`src/rtl/wxzip_feed.sv`:
```
// Packs a framed byte stream into 34-bit wxzip words (kind + data); wr_en/din registered, 1 cycle after the completing byte.
// Backpressure: in_ready drops combinationally on half_full; once the core reports error, input is drained and discarded.
// Optional statistics counters (frame_cnt, byte_cnt) are built when WXZIP_FEED_STATS_EN is defined.
module wxzip_feed #(
    parameter int STAT_W = 32
) (
    input  logic              clk,
    input  logic              rst,
    input  logic [7:0]        in_data,
    input  logic              in_valid,
    input  logic              in_last,
    output logic              in_ready,
    output logic [33:0]       din,
    output logic              wr_en,
    input  logic              half_full,
    input  logic              error,
    output logic              busy,
    output logic              err_sticky
`ifdef WXZIP_FEED_STATS_EN
    ,
    output logic [STAT_W-1:0] frame_cnt,
    output logic [STAT_W-1:0] byte_cnt
`endif
);

    typedef enum logic [1:0] {
        KIND_FULL  = 2'b00,
        KIND_LAST  = 2'b01,
        KIND_SHORT = 2'b10
    } kind_e;

    logic [23:0] byte_buf;
    logic [1:0]  idx;
    logic        accept;
    logic        keep;
    logic        complete;
    logic [23:0] lanes;
    logic [33:0] word;

    assign in_ready = !rst && (err_sticky || !half_full);
    assign accept   = in_valid && in_ready;
    assign keep     = accept && !err_sticky;
    assign complete = (idx == 2'd3) || in_last;
    assign busy     = (idx != 2'd0);

    // Current byte merged into its lane; lanes above idx are still zero.
    always_comb begin
        lanes = byte_buf;
        case (idx)
            2'd0:    lanes[7:0]   = in_data;
            2'd1:    lanes[15:8]  = in_data;
            2'd2:    lanes[23:16] = in_data;
            default: lanes = byte_buf;
        endcase
    end

    always_comb begin
        word = '0;
        if (idx == 2'd3) begin
            word = {(in_last ? KIND_LAST : KIND_FULL), in_data, byte_buf};
        end else begin
            word = {KIND_SHORT, 6'd0, idx + 2'd1, lanes};
        end
    end

    always_ff @(posedge clk) begin
        if (rst) begin
            byte_buf   <= '0;
            idx        <= '0;
            din        <= '0;
            wr_en      <= 1'b0;
            err_sticky <= 1'b0;
        end else begin
            wr_en <= 1'b0;
            if (error) begin
                err_sticky <= 1'b1;
            end
            if (accept && err_sticky) begin
                byte_buf <= '0;
                idx      <= '0;
            end else if (keep) begin
                if (complete) begin
                    din      <= word;
                    wr_en    <= 1'b1;
                    byte_buf <= '0;
                    idx      <= '0;
                end else begin
                    byte_buf <= lanes;
                    idx      <= idx + 2'd1;
                end
            end
        end
    end

`ifdef WXZIP_FEED_STATS_EN
    always_ff @(posedge clk) begin
        if (rst) begin
            frame_cnt <= '0;
            byte_cnt  <= '0;
        end else if (keep) begin
            byte_cnt <= byte_cnt + 1'b1;
            if (complete && ((idx != 2'd3) || in_last)) begin
                frame_cnt <= frame_cnt + 1'b1;
            end
        end
    end
`endif

endmodule

```
`config.mk`:
```
export PLATFORM = sky130hd
export DESIGN_NAME = wxzip_feed
export DESIGN_NICKNAME = d
export VERILOG_FILES = /design/src/rtl/wxzip_feed.sv
export SDC_FILE = /design/constraint.sdc
export NUM_CORES = 1
export LEC_CHECK = 0
export CORE_UTILIZATION = 35
export CTS_BUF_LIST = sky130_fd_sc_hd__clkbuf_4 sky130_fd_sc_hd__clkbuf_8
export CTS_CLUSTER_SIZE = 20
export DETAILED_ROUTE_END_ITERATION = 8
export PLACE_DENSITY = 0.68
export SLEW_MARGIN = 40
export SYNTH_ARGS = -nofsm -noshare
export SYNTH_HDL_FRONTEND = slang
export SYNTH_SLANG_ARGS = --single-unit
export TNS_END_PERCENT = 50
```
`constraint.sdc`:
```
create_clock -name clk -period 3.5 [get_ports clk]
set_input_delay 0.7 -clock clk [delete_from_list [all_inputs] [get_ports clk]]
set_output_delay 0.7 -clock clk [all_outputs]
set_load 0.05 [all_outputs]
```
==> results of run 1 <==
## through the flow
step / hold slack, ps / instances / setup slack (ps) / instance area (um2) / power [uW]
3_5_place_dp: 461.2 / 408 / 603.5 / 3293 / 916.3
4_1_cts: 487.1 / 424 / 510.0 / 3516 / 1612
6_report: 483.0 / 424 / 519.3 / 3516 / 1603
3_3_place_gp: 470.8 / 408 / 634.6 / 3286 / 914.2
2_1_floorplan: 461.9 / 281 / 845.0 / 2786 / 853.5
5_1_grt: 500.5 / 424 / 410.6 / 3516 / 1653
## routing by layer
layer / vias to the layer above / share of wire, % / global-route usage [%]
li1: 1119 / - / -
met1: 1099 / 49 / 24.65
met2: 59 / 45 / 24.87
met3: 9 / 5.0 / 3.099
met4: 0 / 1.3 / 5.952
met5: - / 0 / 0
## final cells by class
| type | instances | share of cell area, % |
|---|---|---|
| clock inverters | 4 | 1.993 |
| flip-flops and latches | 62 | 35.30 |
| repair buffers | 55 | 15.23 |
| multi-input cells | 183 | 38.86 |
| inverters | 6 | 0.6406 |
| clock buffers | 12 | 4.342 |
| well taps | 102 | 3.630 |
## layout by cell type (no fill, tap or decap), types with 4 or more instances in the layout
cell / netlist / final
buf_4: 1 / 4
a211oi_2: 19 / 19
clkbuf_8: 0 / 10
ha_1: 4 / 4
a21oi_1: 30 / 30
a22o_1: 7 / 7
clkdlybuf4s50_1: 0 / 50
a211oi_1: 31 / 31
mux2i_1: 26 / 26
nand3_1: 24 / 24
dfxtp_1: 62 / 62
inv_1: 6 / 6
o21ai_0: 24 / 24
## state kept, by name, indices dropped and copies added (netlist names)
name and cells:
din 34, byte_buf 24, idx 2, err_sticky 1
wr_en 1
## worst paths after layout
path / startpoint / endpoint / slack [ps] / cells after the start
max: idx[0] / busy / 520 / 4
min: din[28] / din[28] / 480 / 1
max reg2reg: idx[0] / din[5] / 1390 / 5
min reg2reg: din[28] / din[28] / 480 / 1
## power groups by stage
| stage | sequential (uW) | clock, uW | combinational [uW] |
|---|---|---|---|
| global route | 727 | 739 | 187 |
| detailed placement | 741 | 0 | 175 |
| finish | 725 | 702 | 176 |
| CTS | 725 | 710 | 176 |
| global placement | 741 | 0 | 173 |
| floorplan | 774 | 0 | 79.6 |
## cells by family after synthesis
family          synth area share [%]
compound gates                 29.32
flops                          44.54
simple gates                   7.769
buf+inv                        6.915
mux                            9.340
fa+ha+maj                      1.796
xor+xnor                      0.3144
==> flow_summary.ini, run 1 <==
[outcome]
status = finished, final reports clean

[global_routing]
track_usage_pct = 16.94
grt_max_degree = 57
overflow = 0
grt_pass1_vias = 2153
grt_pass1_wl_um = 11210
grt_antenna_before_repair = 0

[logic_synthesis]
ys_warn_count = 0
ys_ff_latch = 62
synth_fp_nets = 299
yosysTopAreaCell = dfxtp_1
synth-edff-count = 0
async_reset_ff_share_pct = 0
synth_top_flop_cell = dfxtp_1
synth_area_per_cell_um2 = 9.916
ys_top_cells_by_area = dfxtp_1 (45%), mux2i_1 (9.3%), a211oi_2 (8.5%)
syn_area_mm2 = 0.002786
synth_cell_type_count = 27
yosysMostFrequentCell = dfxtp_1
yosysSeqAreaShare_pct = 44.54
synthDominantCellAreaShare_pct = 44.54
synth_cells = 281
synth_commonest_cells = dfxtp_1 (62), a211oi_1 (31), a21oi_1 (30)

[detailed_routing]
ant_nets = 0
first_pass_iters = 4
drc = 0
vias_per_cell = 5.392
routed_wl_um = 6820
drtIter0Drc = 165
vias = 2286
wire_per_inst_um = 16.08

[placement]
dp_hpwl_um = 4104
gp_congestion = 0.7259
portBuffers = 51

[pwr]
leakage_uw = 0.001119
peakVddDrop_v = 0.0001825
p_sw_uw = 393.7
p_seq_share_pct = 45.2
intPower_uw = 1210
pwr-share-comb_pct = 11.0
cellPowerDensity_mw_per_mm2 = 456.0
clkPwrFrac_pct = 43.8
p_sw_share_pct = 24.56

[worst_setup_path]
required_ps = 2800
crit_family = buffers and inverters
critPathMaxFanout = 10
crit_buf_inv = 3
cp.arrival_ps = 2280
slowest_stage = clkdlybuf4s50_1
endpoint_kind = output pin
crit_chain = inv_1, ha_1, inv_1, clkdlybuf4s50_1
start_kind = flop
crit_type = flop to output pin
cpMostUsedCell = inv_1
slowest_delay_ps = 850

[floorplanning]
die_w_um = 91.23
io_pins = 52
fp.dieH_um = 91.23
die_area_mm2 = 0.008322
start_util_pct = 36.06
coreArea_mm2 = 0.007727
core.rowCount = 32

[clock_tree]
cts_hold_buf = 0
cts_resized = 0
cts_buffers = 9
cts_tree = yes
clock-sinks = 62
htree_num_levels = 3
worstSkewPairLatency_ps = 330
postCtsSetupRepairBufs = 0
clockRootBuffer = clkbuf_8
path_clk_slew_ps = 70
cts_max_path_buffers = 2

[sta]
finalSetupTns_ps = 0
min_period_over_period_pct = 85.16
relSlewSlack_pct = 52.88
skew_ps = 8.097
post-route-min-period_ps = 2981
finalSetupViolCount = 0
fmax_mhz = 335.5
slew_viol_final = 0
tightest_slew_ps = 706.8
final_hold_viol_count = 0
grt_setup_unrepaired = no

[final_layout]
fin_nets = 335
final_util_pct = 45.50
drive_gt1_share_pct = 14.29
fillCellCount = 746
seq_area_mm2 = 0.001241
syn2layout_area_growth_pct = 26.18
multi_input_area_mm2 = 0.001366
n_antenna_cell = 0

[flow_run]
maxCapViolations = 0

[min_path]
hold_class = flop to flop
Note: power is estimated with default switching activity, not from simulation.
==> inputs of run 2 (changes only) <==
--- a/config.mk
+++ b/config.mk
@@ -10,6 +10,7 @@
 export CTS_CLUSTER_SIZE = 20
 export DETAILED_ROUTE_END_ITERATION = 8
 export PLACE_DENSITY = 0.68
+export RECOVER_POWER = 100
 export SLEW_MARGIN = 40
 export SYNTH_ARGS = -nofsm -noshare
 export SYNTH_HDL_FRONTEND = slang
==> run 2 against run 1 <==
Effect of this change:
- final area is 1.0% lower
- sequential share of layout area grew 0.36 points
- first-iteration DRC count fell by 2.4%
- maximum frequency fell by 2.5%
- clock-buffer cell count is the same
- global-route usage did not move
- non-clock buffer count unchanged
- routed wire length decreased by 0.38%
- highest routed layer unchanged
==> flow_summary.ini, run 2 (synthesized netlist as in run 1, its figures left out) <==
[outcome]
status = finished, final reports clean

[sta]
tightest_slew_ps = 1346
grt_setup_unrepaired = no
finalSetupViolCount = 0
relSlewSlack_pct = 10.25
slew_viol_final = 0
min_period_over_period_pct = 87.34
finalSetupTns_ps = 0
post-route-min-period_ps = 3057
skew_ps = 8.337
fmax_mhz = 327.1
final_hold_viol_count = 0

[worst_setup_path]
slowest_delay_ps = 880
cpMostUsedCell = dlygate4sd3_1
crit_buf_inv = 2
cp.arrival_ps = 2360
endpoint_kind = output pin
crit_type = primary input to output pin
startpoint = half_full
cp.depth = 3
slowest_stage = dlygate4sd3_1
reg2reg_to = din[19]
endpoint = in_ready
r2r_slack_ps = 720
critPathMaxFanout = 5
start_kind = primary input
reg2reg_depth = 5
crit_chain = dlygate4sd3_1, a21oi_1, dlygate4sd3_1
required_ps = 2800
crit_family = buffers and inverters
reg2reg_from = idx[0]

[clock_tree]
cts_max_path_buffers = 2
worstSkewPairLatency_ps = 330
postCtsSetupRepairBufs = 0
cts_hold_buf = 0
cts_tree = yes
clockRootBuffer = clkbuf_8
htree_num_levels = 3
clock-sinks = 62
cts_resized = 0
path_clk_slew_ps = 70
cts_buffers = 9

[placement]
dp_hpwl_um = 4104
gp_congestion = 0.7259
portBuffers = 51

[global_routing]
grt_pass1_wl_um = 11210
track_usage_pct = 16.94
overflow = 0
grt_antenna_before_repair = 0
grt_pass1_vias = 2153
grt_max_degree = 57

[final_layout]
fillCellCount = 755
n_antenna_cell = 0
final_cell_mix = dfxtp_1 (62), dlygate4sd3_1 (39), a211oi_1 (35), a21oi_1 (30), mux2i_1 (26)
syn2layout_area_growth_pct = 24.92
drive_gt1_share_pct = 12.11
fin_nets = 335
reg.largest.list = din x34, byte_buf x24, idx x2
largest_reg_flops = 34
regMostFlops = din
final_common_cell = dfxtp_1

[floorplanning]
die_w_um = 91.23
fp.dieH_um = 91.23
die_area_mm2 = 0.008322
coreArea_mm2 = 0.007727
core.rowCount = 32
io_pins = 52
start_util_pct = 36.06

[detailed_routing]
first_pass_iters = 4
drtIter0Drc = 161
vias = 2298
wire_per_inst_um = 16.02
routed_wl_um = 6794
vias_per_cell = 5.420
ant_nets = 0
drc = 0

[pwr]
cellPowerDensity_mw_per_mm2 = 457.9
p_total_uw = 1594
peakVddDrop_v = 0.0001813
leakage_uw = 0.001233

[min_path]
hold_class = flop to flop

[flow_run]
maxCapViolations = 0
-- run 2: worst min-delay path by stage --
stage | from | endpoint | cells past startpoint | slack [ps]
after floorplan | byte_buf[0] | byte_buf[0] | 2 | 460
after global placement | din[30] | din[30] | 1 | 470
after detailed placement | din[28] | din[28] | 1 | 460
after CTS | din[28] | din[28] | 1 | 490
after global routing | byte_buf[8] | byte_buf[8] | 2 | 500
final | din[32] | din[32] | 1 | 480
-- run 2: cell type report --
type / instances / area, um2 / area share (%)
clock inverter: 4 / 70.07 / 2.013
inverter: 6 / 22.52 / 0.6470
tap: 102 / 127.6 / 3.666
multi-input combinational: 183 / 1338 / 38.43
sequential: 62 / 1241 / 35.66
clock buffer: 12 / 152.6 / 4.385
timing repair buffer: 55 / 529.3 / 15.20
-- run 2: power breakdown --
part / internal, uW / switching (uW) / leakage (uW)
Sequential: 718 / 6.83 / 0.000501
Clock: 434 / 266 / 0.000117
Combinational: 52.0 / 117 / 0.000614
Total: 1200 / 390 / 0.00123
-- run 2: metal layers --
metal  vias up  routed length [um]  track usage [%]
li1       1121                   -                -
met1      1097                3272            24.65
met2        71                3061            24.87
met3         9                 374            3.099
met4         0                  85            5.952
met5         -                   0                0
-- run 2: through the flow --
stage / setup WS, ps / hold WS (ps) / instances / cell area [um2] / util (%)
global placement: 634.6 / 470.8 / 408 / 3286 / 42.52
floorplan: 845.0 / 461.9 / 281 / 2786 / -
detailed placement: 603.5 / 461.2 / 408 / 3293 / 42.62
finish: 443.1 / 478.6 / 424 / 3481 / 45.05
global route: 252.1 / 500.5 / 424 / 3481 / 45.05
CTS: 510.0 / 487.1 / 424 / 3516 / 45.50
==> inputs of run 3 (changes only) <==
--- a/config.mk
+++ b/config.mk
@@ -7,7 +7,7 @@
 export LEC_CHECK = 0
 export CORE_UTILIZATION = 35
 export CTS_BUF_LIST = sky130_fd_sc_hd__clkbuf_4 sky130_fd_sc_hd__clkbuf_8
-export CTS_CLUSTER_SIZE = 20
+export CTS_CLUSTER_SIZE = 28
 export DETAILED_ROUTE_END_ITERATION = 8
 export PLACE_DENSITY = 0.68
 export RECOVER_POWER = 100
==> results of run 3 <==
No change in the layout: final DEF, timing and power equal those of run 2.
